<file path="config.mk">
export PLATFORM = sky130hd
export DESIGN_NAME = hazard_pipe_ctrl
export DESIGN_NICKNAME = d
export VERILOG_FILES = /design/src/rtl/hazard_pipe_ctrl.sv
export SDC_FILE = /design/constraint.sdc
export NUM_CORES = 1
export LEC_CHECK = 0
export BUFFER_PORTS_ARGS = -buffer_cell sky130_fd_sc_hd__buf_4
export CORE_AREA = 2 2 104 66
export CTS_CLUSTER_SIZE = 40
export DETAILED_ROUTE_END_ITERATION = 12
export DIE_AREA = 0 0 106 68
export PLACE_DENSITY = 0.5
export SYNTH_ARGS = -nofsm -noshare
export SYNTH_HDL_FRONTEND = slang
export SYNTH_SLANG_ARGS = --single-unit
</file>
<file path="constraint.sdc">
create_clock -name clk -period 2.7 [get_ports clk]
set_clock_uncertainty 0.15 [all_clocks]
set_input_delay 0.27 -clock clk [delete_from_list [all_inputs] [get_ports clk]]
set_output_delay 0.27 -clock clk [all_outputs]
set_load 0.02 [all_outputs]
</file>
<file path="src/rtl/hazard_pipe_ctrl.sv">
// Destination-tag pipeline (EX/MEM/WB) feeding operand forwarding, with load-use
// interlock, branch-flush bubbles, global memory-wait freeze and a stall counter.
module hazard_pipe_ctrl #(
    parameter int REG_W = 5,
    parameter int CNT_W = 16
) (
    input  logic             clk,
    input  logic             rst_n,
    input  logic             valid_id,
    input  logic [REG_W-1:0] rs_id,
    input  logic [REG_W-1:0] rt_id,
    input  logic             use_rs,
    input  logic             use_rt,
    input  logic [REG_W-1:0] rd_id,
    input  logic             GPRWr_id,
    input  logic             lw_id,
    input  logic             flush,
    input  logic             mem_wait,
    input  logic             cnt_clr,
    output logic [REG_W-1:0] rdEX,
    output logic [REG_W-1:0] rdMEM,
    output logic [REG_W-1:0] rdWB,
    output logic             GPRWrEX,
    output logic             GPRWrMEM,
    output logic             GPRWrWB,
    output logic             lwEX,
    output logic             lwMEM,
    output logic             stall,
    output logic             bubble,
    output logic [CNT_W-1:0] stall_cnt
);

    localparam logic [REG_W-1:0] ZERO_REG = '0;
    localparam logic [CNT_W-1:0] CNT_ONE  = {{(CNT_W-1){1'b0}}, 1'b1};

    function automatic logic [CNT_W-1:0] sat_inc(input logic [CNT_W-1:0] v);
        return (&v) ? v : v + CNT_ONE;
    endfunction

    logic [REG_W-1:0] rd_ex_q,  rd_ex_d;
    logic [REG_W-1:0] rd_mem_q, rd_mem_d;
    logic [REG_W-1:0] rd_wb_q,  rd_wb_d;
    logic             wr_ex_q,  wr_ex_d;
    logic             wr_mem_q, wr_mem_d;
    logic             wr_wb_q,  wr_wb_d;
    logic             lw_ex_q,  lw_ex_d;
    logic             lw_mem_q, lw_mem_d;
    logic [CNT_W-1:0] cnt_q,    cnt_d;

    logic wr_in;
    logic lw_in;
    logic lu;
    logic src_hit;

    // ID-stage qualification: writes to $0 are dropped before they enter the pipe
    assign wr_in   = valid_id & GPRWr_id & (rd_id != ZERO_REG);
    assign lw_in   = valid_id & lw_id & wr_in;
    assign src_hit = (use_rs & (rs_id == rd_ex_q)) | (use_rt & (rt_id == rd_ex_q));
    assign lu      = valid_id & lw_ex_q & wr_ex_q & (rd_ex_q != ZERO_REG) & src_hit;

    // mem_wait dominates: flush and load-use are deferred until the freeze lifts
    assign stall   = mem_wait | lu;
    assign bubble  = ~mem_wait & (lu | flush);

    always_comb begin
        rd_ex_d  = rd_ex_q;
        wr_ex_d  = wr_ex_q;
        lw_ex_d  = lw_ex_q;
        rd_mem_d = rd_mem_q;
        wr_mem_d = wr_mem_q;
        lw_mem_d = lw_mem_q;
        rd_wb_d  = rd_wb_q;
        wr_wb_d  = wr_wb_q;
        if (!mem_wait) begin
            rd_mem_d = rd_ex_q;
            wr_mem_d = wr_ex_q;
            lw_mem_d = lw_ex_q;
            rd_wb_d  = rd_mem_q;
            wr_wb_d  = wr_mem_q;
            if (bubble) begin
                rd_ex_d = ZERO_REG;
                wr_ex_d = 1'b0;
                lw_ex_d = 1'b0;
            end else begin
                rd_ex_d = rd_id;
                wr_ex_d = wr_in;
                lw_ex_d = lw_in;
            end
        end
    end

    always_comb begin
        cnt_d = cnt_q;
        if (cnt_clr) begin
            cnt_d = '0;
        end else if (stall) begin
            cnt_d = sat_inc(cnt_q);
        end
    end

    always_ff @(posedge clk or negedge rst_n) begin
        if (!rst_n) begin
            rd_ex_q  <= '0;
            wr_ex_q  <= 1'b0;
            lw_ex_q  <= 1'b0;
            rd_mem_q <= '0;
            wr_mem_q <= 1'b0;
            lw_mem_q <= 1'b0;
            rd_wb_q  <= '0;
            wr_wb_q  <= 1'b0;
            cnt_q    <= '0;
        end else begin
            rd_ex_q  <= rd_ex_d;
            wr_ex_q  <= wr_ex_d;
            lw_ex_q  <= lw_ex_d;
            rd_mem_q <= rd_mem_d;
            wr_mem_q <= wr_mem_d;
            lw_mem_q <= lw_mem_d;
            rd_wb_q  <= rd_wb_d;
            wr_wb_q  <= wr_wb_d;
            cnt_q    <= cnt_d;
        end
    end

    assign rdEX      = rd_ex_q;
    assign rdMEM     = rd_mem_q;
    assign rdWB      = rd_wb_q;
    assign GPRWrEX   = wr_ex_q;
    assign GPRWrMEM  = wr_mem_q;
    assign GPRWrWB   = wr_wb_q;
    assign lwEX      = lw_ex_q;
    assign lwMEM     = lw_mem_q;
    assign stall_cnt = cnt_q;

endmodule

</file>
==> impl_summary.md, run 1 <==
Synth
The xor/xnor cell area share of the yosys netlist is 0.0467. The post-synthesis net count is 207. The post-synthesis instance area is 1870 µm². Of the total synthesized cell area, the portion taken by full adders, half adders and majority gates is 0.00668. After technology mapping, the gate count stands at 181. The number of warnings reported in the yosys synthesis log is 0. By area, the combinational part of the netlist is dominated by simple AND/OR/NAND/NOR gates. The synthesized flop and latch total is 36. After synthesis, the cell types taking the most area are sky130_fd_sc_hd__dfrtp_1 48%, sky130_fd_sc_hd__mux2_2 11%, sky130_fd_sc_hd__xnor2_1 4.7%. The synthesized-area fraction occupied by ao, oa, aoi and oai cells is 0.103.

The share of synthesized area spent on multiplexers is 0.122. Ranked by instance count, the synthesized netlist is headed by 36 x sky130_fd_sc_hd__dfrtp_1, 20 x sky130_fd_sc_hd__nand2_1, 19 x sky130_fd_sc_hd__mux2_2. The share of synthesized area in the top cell type comes to 0.481. The dominant register cell in the synthesized netlist is sky130_fd_sc_hd__dfrtp_1. The fraction of registers with async set or reset after synthesis is 1.00. The cell with the most instances after synthesis is sky130_fd_sc_hd__dfrtp_1. Of the total synthesized cell area, the portion taken by AND, OR, NAND and NOR gates is 0.217. The largest total area in the synthesized netlist belongs to sky130_fd_sc_hd__dfrtp_1. The number of different library cells in the post-synthesis netlist is 36. The number of flops mapped to enable cells by yosys is 0.

The mean post-synth cell area is 10.4 µm². The post-synthesis sequential area ratio is 0.481.

Global route
In the global route stage, overall resource usage came out at 0.137. Entering global routing, the biggest net connects 37 pins. The global-route congestion overflow total is 0. The number of global-route vias before repair is 1,483. The number of antenna violations at the first check in global routing is 0. The first global-routing pass estimated 7.64 mm of wire.

Setup path
The slowest library cell on the worst path is sky130_fd_sc_hd__dfrtp_1. The number of buffers and inverters on the critical path is 2. The critical-path maximum fanout is 19. In this design, the largest share of critical-path delay is due to compound AO/OA/AOI/OAI gates. The highest cell delay on the worst timing path is 480 ps.

The signal on the critical path passes through xnor2_1, nand4_1, o22ai_2, a21oi_4, inv_2, buf_4. The endpoint class of the critical path is an output pin. The arrival time of the worst setup path is 1960 ps.

Data on the critical path is required at its endpoint by 2280 ps. STA classifies the critical path startpoint as a register. The critical path is of the register to output pin type.

Timing
Setup violations remaining at the end of the flow were counted as 0. At the pin with the least slew margin, the transition time is 490 ps. The post-route minimum period is 2380 ps. The count of pins over their slew limit is 0. The hold violation total from the final report is 0. Setup repair after global routing left no endpoint under its margin. Based on the critical path, the design can be clocked at up to 420 MHz. The share of the clock period used by the worst path is 0.882. The normalized max-slew margin is 0.674. The accumulated negative setup slack is 0 ps.

Place
The count of buffers added on input and output ports is 62. The HPWL after detailed placement is 3.38 mm. The routability congestion estimate is 0.790. The placement-stage cell area is 2420 µm².

Route
The per-cell routed wire length is 14.1 µm. The number of vias per cell after detailed routing is 4.68. The first detailed-routing pass took 4 iterations.

The via count is 1,548. The number of nets with antenna violations after detailed routing is 0. The final wirelength is 4.66 mm.

The number of DRC markers in iteration 0 is 69. The count of unresolved DRC violations after routing is 0.

Clock tree
After clock tree synthesis, the clock-pin slew on the worst setup and hold paths is 70 ps. The TritonCTS clock tree is built. CTS built an H-tree with a depth of 2. No sink is reached through more buffers than the 2 on the longest clock path. Buffers added to address setup during post-CTS repair amount to 0. The hold-fix buffer count after cts is 1. The clock insertion delay at the later pin of the skew report is 280 ps.

The number of buffers inserted during clock tree synthesis is 5. The number of sinks on the clock net is 36. Gates resized during post-CTS repair numbered 0. The cell sitting at the root of the clock tree is a sky130_fd_sc_hd__clkbuf_8.

Die
The number of top-level design ports is 63. The y dimension of the die is 68 µm. The total die area is 7210 µm². The x dimension of the die is 106 µm. After floorplanning, the core was divided into 23 placement rows. The region available for standard cell placement spans 6360 µm². For this configuration, the core starts out at a cell density of 0.295.

Cells and area
The final instance area is 2510 µm². At the end of the flow the core is filled with cells to 0.394. Of the cells placed in the final design, the portion with a size suffix greater than 1 is 0.398. The area growth from synthesis to layout is 33.8%. The number of nets in the layout is 270. The number of inserted diodes is 0.

Pwr
Across the VDD grid, the largest voltage drop is 0.000177 V. The leakage power figure is 0.00115 µW. The total power divided by cell area is 471 nW/µm².

Min path
The path class of the lowest-slack min-delay path is primary input to register.

Run status
The run finished with clean final reports.

Run
The tool flagged a number of max-cap violations equal to 0.
## worst min-delay path, cell delays in order
cell,delay [ps]
sky130_fd_sc_hd__buf_4,110
sky130_fd_sc_hd__nand2b_1,50
sky130_fd_sc_hd__o21ai_0,60
## metrics by stage
stage	hold WS, ps	power [µW]	cells	setup slack (ps)
floorplan	-176	720	181	394
global placement	123	833	323	433
detailed placement	125	834	323	377
CTS	90.3	1210	331	305
global route	90.9	1260	331	113
finish	102	1180	331	319
## kinds of logic (layout without fill, tap and decap cells)
logic type	after synthesis	after routing
AND/OR/NAND/NOR	73	73
flip-flops	36	36
AO/OA/AOI/OAI	31	31
multiplexers	20	20
XOR/XNOR	10	10
buffers and inverters	10	73
adder cells (fa/ha/maj)	1	1
## worst paths after layout
path	from	end	slack, ps	depth (start not counted)
worst max-delay path	rdEX[0]	stall	320	6
worst min-delay path	lw_id	lwEX	100	3
worst max register to register	stall_cnt[0]	stall_cnt[9]	360	7
worst min register to register	rdWB[1]	rdWB[1]	360	1
max in group asynchronous	rst_n	rdMEM[0]	1720	2
min in group asynchronous	rst_n	stall_cnt[5]	340	2
## routing by layer
metal  wire length [µm]  track usage  vias up
li1                   -            -      776
met1               2560        0.209      741
met2               1870        0.181       29
met3                212       0.0448        2
met4                 27       0.0296        0
met5                  0            0        -
## flip-flops by register name, summed over array words and instances, names as in the netlist
| register | count |
|---|---|
| lwEX | 1 |
| stall_cnt | 16 |
| rdWB | 5 |
| rdEX | 5 |
| rdMEM | 5 |
| GPRWrWB | 1 |
| GPRWrEX | 1 |
| GPRWrMEM | 1 |
| lwMEM | 1 |
## area by class of cell
cell class,instances,area [µm²]
inverters,2,7.51
clock buffers,6,72.6
multi-input cells,135,930
fillers,648,3850
repair buffers,64,483
flip-flops and latches,36,901
well taps,87,109
clock inverters,1,5.00
## cell usage in the layout (no fill, tap or decap), types with 2 or more instances in the layout
master and instances:
sky130_fd_sc_hd__o21ai_0 9, sky130_fd_sc_hd__nand3_1 8, sky130_fd_sc_hd__or4_1 6, sky130_fd_sc_hd__xnor2_1 10, sky130_fd_sc_hd__mux2_2 19, sky130_fd_sc_hd__clkbuf_8 5
sky130_fd_sc_hd__and3_1 2, sky130_fd_sc_hd__nand4_1 4, sky130_fd_sc_hd__a21oi_1 13, sky130_fd_sc_hd__buf_4 63, sky130_fd_sc_hd__nor2b_1 6, sky130_fd_sc_hd__nor2_1 12
sky130_fd_sc_hd__nor3_1 3, sky130_fd_sc_hd__nand2_1 20, sky130_fd_sc_hd__o31ai_1 5, sky130_fd_sc_hd__dfrtp_1 36, sky130_fd_sc_hd__nor4_1 3
## report_power, final
group	internal, µW	total, µW	switching [µW]
clock	176	360	184
sequential	571	602	31.4
combinational	106	219	112
Power figures use the tool's default switching activity.
==> run 2, diff against run 1 <==
--- a/config.mk
+++ b/config.mk
@@ -6,11 +6,11 @@
 export NUM_CORES = 1
 export LEC_CHECK = 0
 export BUFFER_PORTS_ARGS = -buffer_cell sky130_fd_sc_hd__buf_4
-export CORE_AREA = 2 2 104 66
+export CORE_AREA = 2 2 80 51
 export CTS_CLUSTER_SIZE = 40
 export DETAILED_ROUTE_END_ITERATION = 12
-export DIE_AREA = 0 0 106 68
-export PLACE_DENSITY = 0.5
+export DIE_AREA = 0 0 82 53
+export PLACE_DENSITY = 0.8
 export SYNTH_ARGS = -nofsm -noshare
 export SYNTH_HDL_FRONTEND = slang
 export SYNTH_SLANG_ARGS = --single-unit
==> constraint.sdc (replaced) <==
create_clock -name clk -period 2.93 [get_ports clk]
set_clock_uncertainty 0.15 [all_clocks]
set_input_delay 0.293 -clock clk [delete_from_list [all_inputs] [get_ports clk]]
set_output_delay 0.293 -clock clk [all_outputs]
set_load 0.02 [all_outputs]
==> run 2 against run 1 <==
Against the previous run:
- global-route usage is 8.3 points higher
- critical endpoint unchanged
- clock power rose by 31%
- highest routed layer unchanged
- critical path depth unchanged
- cell area about the same
==> impl_summary.md, run 2 (synthesis gave the netlist of run 1 again) <==
Run status
The flow ran to the end, and the final reports show no timing, DRC or antenna violations.

Clock tree
The number of buffers inserted during clock tree synthesis is 5 (unchanged). The number of sinks on the clock net is 36 (unchanged). The number of H-tree levels is 2 (unchanged). The clock transition at the registers of the reported paths is 70 ps (about the same).

The clock tree root driver cell is sky130_fd_sc_hd__clkbuf_8. The setup fix buffers added after clock tree synthesis came to 0 (unchanged). The clock insertion delay at the later pin of the skew report is 280 ps (about the same). The post-CTS resize count is 0 (unchanged). The maximum buffer depth of the clock tree came to 2 (unchanged).

The hold-fix buffer count after cts is 1 (unchanged). The TritonCTS clock tree is built.

Pwr
The total power divided by cell area came to 489 nW/µm² (+3.8%). The largest vdd supply drop is 0.000281 V (+59%). The leakage power figure was 0.00117 µW (+2.0%).

Route
The length of the first detailed-routing pass in iterations is 4 (unchanged). The number of DRC markers in iteration 0 is 32 (-54%). The via count is 1,565 (+1.1%). The number of nets with antenna violations after detailed routing was 0 (unchanged). The number of vias per cell after detailed routing is 5.36 (+15%). The per-cell routed wire length was 14.4 µm (+2.3%). The final wirelength was 4.21 mm (-9.7%). The count of unresolved DRC violations after routing is 0 (unchanged).

Cells and area
The number of cells in the finished layout apart from fillers is 292 (-12%). The number of inserted diodes was 0 (unchanged). The top cell types in the final layout, fill and taps aside, are 63 x sky130_fd_sc_hd__buf_4, 36 x sky130_fd_sc_hd__dfrtp_1, 20 x sky130_fd_sc_hd__nand2_1, 19 x sky130_fd_sc_hd__mux2_2, 13 x sky130_fd_sc_hd__a21oi_1. The most common cell after layout, fill and taps aside is sky130_fd_sc_hd__buf_4. The share of final-layout standard cells stronger than drive strength 1 was 0.404 (+0.00654). The number of nets in the layout is 270 (unchanged). The relative area change from synthesis to final layout is 33.7% (about the same). The number of flip-flops in the largest register was 16 (unchanged).

Timing
Setup repair after global routing left no endpoint under its margin. The count of pins over their slew limit is 0 (unchanged). The share of the clock period used by the worst path is 0.833. Counting I/O delays and the setup requirement, the final critical path takes 2440 ps.

The final worst hold slack was 115 ps (+13.0 ps). The hold violation total from the final report is 0 (unchanged). The accumulated negative setup slack is 0 ps (unchanged). The final setup violation count is 0 (unchanged). The highest clock rate is 410 MHz. The normalized max-slew margin is 0.658 (-0.0157).

The transition time at the pin with the least slew margin came to 512 ps (+22.4 ps). The post-layout worst setup margin is 490 ps (+171 ps).

Setup path
The classification of the worst setup path is register to output pin. The arrival time of the worst setup path is 2000 ps (+40 ps). STA classifies the critical path endpoint as an output pin.

The highest cell delay on the worst timing path is 470 ps (about the same). STA classifies the critical path startpoint as a register. Among all stages on the critical path, the largest delay is contributed by sky130_fd_sc_hd__dfrtp_1. The required time at the worst-slack endpoint came to 2490 ps (+210 ps). The critical-path maximum fanout came to 19 (unchanged). Walking the worst path, the cells encountered are xnor2_1, nand4_1, o22ai_2, a21oi_4, inv_2, buf_4.

Place
The total placed cells including tap cells is 283 (-12%). The count of input and output buffers was 62 (unchanged). The worst slack after detailed placement came to 613 ps (+236 ps). The post-detailed-placement half-perimeter wirelength is 3.06 mm (-9.4%). The routability congestion estimate is 0.782 (-1.0%).

Die
The y dimension of the die came to 53 µm (-22%). The total die area is 4350 µm² (-40%). The area of the core is 3570 µm² (-44%).

The initial core utilization is 0.525 (+0.230). The number of top-level design ports came to 63 (unchanged). The x dimension of the die is 82 µm (-23%). The number of placement rows is 17 (-26%).

Min path
The path class of the lowest-slack min-delay path is primary input to register.

Global route
The number of global-route vias before repair was 1,437 (-3.1%). The global-route wire length before repair is 7.04 mm (-7.9%). The global-route usage over all layers is 0.220 (+0.0835). The pin count of the biggest net entering global routing came to 37 (unchanged).

The number of antenna violations at the first check in global routing is 0 (unchanged). The global-route congestion overflow total is 0 (unchanged).

Run
The max capacitance violation total is 0 (unchanged).
## run 2: cell count changes in the layout (fill, tap and decap cells not counted)
| cell | previous run | this run |
|---|---|---|
| sky130_fd_sc_hd__clkbuf_8 | 5 | 7 |
| sky130_fd_sc_hd__bufinv_16 | 0 | 1 |
| sky130_fd_sc_hd__clkbuf_1 | 1 | 0 |
| sky130_fd_sc_hd__clkinv_2 | 1 | 0 |
## run 2: layout make-up
cell class,count,area (µm²)
Clock buffer,7,96.3
Sequential cell,36,901
Fill cell,292,1070
Inverter,2,7.51
Multi-Input combinational cell,135,930
Tap cell,47,58.8
Clock inverter,1,30.0
Timing Repair Buffer,64,483
## run 2: where the power goes
part           internal, µW  total (µW)  switching, µW  leakage, µW
Combinational          98.2         202            104     0.000620
Sequential              526         553           27.1     0.000486
Clock                   300         470            170    0.0000645
Total                   924        1230            301      0.00117
## run 2: worst max-delay path: cells and delay by family, from the launching register on
| kind | cells | cell delay, ps |
|---|---|---|
| xor gates and xnor gates | 1 | 160 |
| and+or+nand+nor | 1 | 120 |
| buffers and inverters | 2 | 380 |
| DFF | 1 | 470 |
| AOI/OAI and AO/OA | 2 | 560 |
## run 2: path summary, 6_finish.rpt
kind | from | to | slack (ps) | depth (start not counted)
min in group asynchronous | rst_n | stall_cnt[6] | 350 | 2
hold reg to reg | rdWB[3] | rdWB[3] | 360 | 1
setup / recovery | rdEX[3] | stall | 490 | 6
max in group asynchronous | rst_n | stall_cnt[11] | 1950 | 2
hold / removal | rd_id[2] | rdEX[2] | 120 | 3
setup reg to reg | stall_cnt[0] | stall_cnt[9] | 590 | 7
## run 2: metal layers
metal | track usage | share of wire | vias up
met5 | 0 | 0 | -
met4 | 0.0667 | 0.0057 | 0
met3 | 0.0563 | 0.053 | 2
met2 | 0.310 | 0.45 | 39
met1 | 0.328 | 0.49 | 737
li1 | - | - | 787
## run 2: stage by stage
stage | total power, µW | utilization | cell area, µm²
6_report | 1230 | 0.701 | 2510
3_5_place_dp | 766 | 0.663 | 2370
3_3_place_gp | 762 | 0.663 | 2370
2_1_floorplan | 663 | - | 1870
5_1_grt | 1290 | 0.701 | 2510
4_1_cts | 1240 | 0.701 | 2510
==> run 3, diff against run 2 <==
--- a/config.mk
+++ b/config.mk
@@ -6,11 +6,11 @@
 export NUM_CORES = 1
 export LEC_CHECK = 0
 export BUFFER_PORTS_ARGS = -buffer_cell sky130_fd_sc_hd__buf_4
-export CORE_AREA = 2 2 80 51
+export CORE_AREA = 2 2 87 55
 export CTS_CLUSTER_SIZE = 40
 export DETAILED_ROUTE_END_ITERATION = 12
-export DIE_AREA = 0 0 82 53
-export PLACE_DENSITY = 0.8
+export DIE_AREA = 0 0 89 57
+export PLACE_DENSITY = 0.72
 export SYNTH_ARGS = -nofsm -noshare
 export SYNTH_HDL_FRONTEND = slang
 export SYNTH_SLANG_ARGS = --single-unit
==> constraint.sdc (replaced) <==
create_clock -name clk -period 1.97 [get_ports clk]
set_clock_uncertainty 0.15 [all_clocks]
set_input_delay 0.197 -clock clk [delete_from_list [all_inputs] [get_ports clk]]
set_output_delay 0.197 -clock clk [all_outputs]
set_load 0.02 [all_outputs]
==> run 3 against run 2 <==
Against the previous run:
- critical path type unchanged
- sequential share of layout area fell by 6.4 points
- final cell count grew 21%
- the flow now finishes with violations (setup timing)
- via count increased by 15%
- first-iteration DRC count increased by 110%
- clock power up 24%
- worst setup slack got worse by 660 ps
- hold slack got worse by 110 ps
- global-route usage decreased by 0.64 points
- utilization grew 0.69 points
- non-clock buffer count rose by 46
- sequential power up 49%
- die area rose by 17%
- critical endpoint unchanged
==> impl_summary.md, run 3 (synthesis gave the netlist of run 1 again) <==
Setup path
The source of the critical timing path is rdEX[2]. The destination of the critical timing path is stall. The worst path buffer plus inverter count is 4 (+2). The cell occurring most often along the worst timing path is sky130_fd_sc_hd__buf_6. The length in cells of the worst reg-to-reg path is 7 (unchanged). The largest individual stage delay along the critical path comes from the cell sky130_fd_sc_hd__dfrtp_2. The number of stages on the worst setup path is 8 (+2). The slack of the worst reg-to-reg path is -160 ps (-750 ps). The kind of cell with the highest combined delay along the critical path is flip-flops.

The required time at the worst-slack endpoint is 1620 ps (-870 ps). In this run the critical register-to-register path is captured at stall_cnt[4]. The critical path goes through xnor2_2, nand4_1, o22ai_2, a21oi_4, buf_12, inv_8, buf_6, buf_6. The startpoint class of the critical path is a register. The worst register-to-register path begins at rdEX[0].

The arrival time of the worst setup path is 1790 ps (-210 ps). The worst setup path is captured at an output pin. By startpoint and endpoint, the worst setup path is classified as register to output pin. The critical-path maximum fanout is 5 (-14). The highest cell delay on the worst timing path is 460 ps (about the same).

Clock tree
The number of buffers inserted during clock tree synthesis is 5 (unchanged). The number of H-tree levels is 2 (unchanged). The clock transition at the registers of the reported paths is 70 ps (about the same).

The number of sinks on the clock net is 36 (unchanged). The maximum buffer depth of the clock tree is 2 (unchanged). TritonCTS built the clock tree. The clock insertion delay at the later pin of the skew report is 290 ps (about the same). The clock tree root driver cell is sky130_fd_sc_hd__clkbuf_8.

Pwr
The largest vdd supply drop is 0.000433 V (+54%). The total power divided by cell area is 582 nW/µm² (+19%). The leakage power figure came to 0.00146 µW (+25%).

Die
The area of the core came to 4370 µm² (+22%). The initial core utilization is 0.428 (-0.0960). The total die area is 5070 µm² (+17%). The number of placement rows is 19 (+2).

The x dimension of the die is 89 µm (+8.5%). The y dimension of the die came to 57 µm (+7.5%). The number of top-level design ports is 63 (unchanged).

Cells and area
The footprint of the flip-flops and latches is 915 µm² (+1.5%). The relative area change from synthesis to final layout is 65.3%. The number of nets in the layout is 316 (+17%).

The share of final-layout standard cells stronger than drive strength 1 is 0.625 (+0.221). The number of flip-flops in the largest register is 16 (unchanged). The number of fillers in the final layout is 340 (+16%). The total area of multi-input combinational cells came to 1130 µm² (+21%).

Leaving out fill and tap cells, the most frequent cells in the layout are 102 x sky130_fd_sc_hd__buf_4, 25 x sky130_fd_sc_hd__dfrtp_1, 19 x sky130_fd_sc_hd__nand2_1, 16 x sky130_fd_sc_hd__mux2_2. The number of inserted diodes was 0 (unchanged). The most common cell after layout, fill and taps aside is sky130_fd_sc_hd__buf_4. The number of cells in the finished layout apart from fillers is 354 (+21%).

Place
The total placed cells including tap cells came to 333 (+18%). The post-detailed-placement half-perimeter wirelength is 3.60 mm (+18%). The count of input and output buffers is 62 (unchanged). The worst slack after detailed placement was -191 ps (-804 ps). The routability congestion estimate was 0.882 (+13%).

Global route
The global-route wire length before repair is 8.21 mm (+17%). The global-route congestion overflow total is 0 (unchanged). The number of global-route vias before repair came to 1,700 (+18%). The pin count of the biggest net entering global routing is 37 (unchanged).

The number of antenna violations at the first check in global routing is 0 (unchanged). The global-route usage over all layers came to 0.214 (-0.00641).

Route
The count of unresolved DRC violations after routing is 0 (unchanged). The via count is 1,805 (+15%). The per-cell routed wire length is 14.7 µm (+2.0%).

The number of DRC markers in iteration 0 is 68 (+110%). The number of nets with antenna violations after detailed routing was 0 (unchanged). The number of vias per cell after detailed routing is 5.10 (-4.9%).

The length of the first detailed-routing pass in iterations is 4 (unchanged). The final wirelength came to 5.20 mm (+24%).

Timing
The post-layout worst setup margin came to -167 ps (-656 ps). Dividing the final minimum period by the clock period gives 1.08. The count of pins over their slew limit is 0 (unchanged). For the finished layout, the period the worst path requires is 2140 ps. The final worst hold slack was 5.61 ps (-110 ps). The transition time at the pin with the least slew margin is 459 ps (-52.7 ps). Setup repair after global routing could not meet its margin everywhere. The hold violation total from the final report is 0 (unchanged). Based on the critical path, the design can be clocked at up to 468 MHz. The final setup violation count came to 15 (+15). The normalized max-slew margin came to 0.694 (+0.0359).

Run status
The run finished, with violations left. The final reports fail on setup timing.

Min path
The path class of the lowest-slack min-delay path is primary input to register.

Run
The max capacitance violation total is 0 (unchanged).
==> run 3: cell type report <==
cell class / count / area share
clock buffer: 8 / 0.0323
inverter: 2 / 0.00485
multi-input combinational: 135 / 0.364
sequential: 36 / 0.295
tap: 63 / 0.0254
timing repair buffer: 110 / 0.278
==> run 3: how the worst min path moves through the flow <==
stage | from | slack (ps) | cells after the start | end
6_report | rd_id[3] | 6 | 3 | rdEX[3]
5_1_grt | lw_id | 10 | 3 | lwEX
4_1_cts | rd_id[2] | 4 | 3 | rdEX[2]
2_1_floorplan | rst_n | -250 | 0 | GPRWrEX
3_3_place_gp | rst_n | 30 | 1 | stall_cnt[8]
3_5_place_dp | rst_n | 30 | 1 | stall_cnt[8]
==> run 3: worst reg2reg max path, cell delays in order, from the launching register on <==
cell and delay [ps]:
sky130_fd_sc_hd__dfrtp_2 450, sky130_fd_sc_hd__xnor2_1 190, sky130_fd_sc_hd__nand4_1 140, sky130_fd_sc_hd__o22ai_2 210
sky130_fd_sc_hd__a21oi_4 130, sky130_fd_sc_hd__buf_6 150, sky130_fd_sc_hd__or4_4 510, sky130_fd_sc_hd__a21oi_2 130
==> run 3: repair_timing <==
| action | 4_1_cts | 5_1_grt |
|---|---|---|
| hold buffers | 1 | 1 |
| endpoints found under the setup margin | 15 | 20 |
| endpoints found under the hold margin | 36 | 1 |
| pin swaps | 21 | 13 |
| buffers inserted | 8 | 3 |
| resized for setup | 22 | 21 |
==> run 3: metrics by stage <==
stage                      util  area (µm²)  setup TNS [ps]  power (µW)
after floorplan               -        1920            -233         992
after global placement    0.614        2690            -646        1170
after detailed placement  0.614        2690           -1320        1180
after CTS                 0.678        2960           -1110        1800
after global routing      0.708        3100           -3340        1890
final                     0.708        3100           -1370        1800
==> run 3: power breakdown <==
part	switching [µW]	total, µW	internal [µW]
logic	189	396	207
clock network	266	585	319
registers	37.9	822	784
total	492	1800	1310
==> run 3: routing by layer <==
layer / part of all wire / up-vias / global-route usage / wire [µm]
li1: - / 873 / - / -
met1: 0.47 / 880 / 0.318 / 2460
met2: 0.47 / 47 / 0.309 / 2440
met3: 0.052 / 5 / 0.0593 / 269
met4: 0.0073 / 0 / 0.0554 / 38
met5: 0 / - / 0 / 0
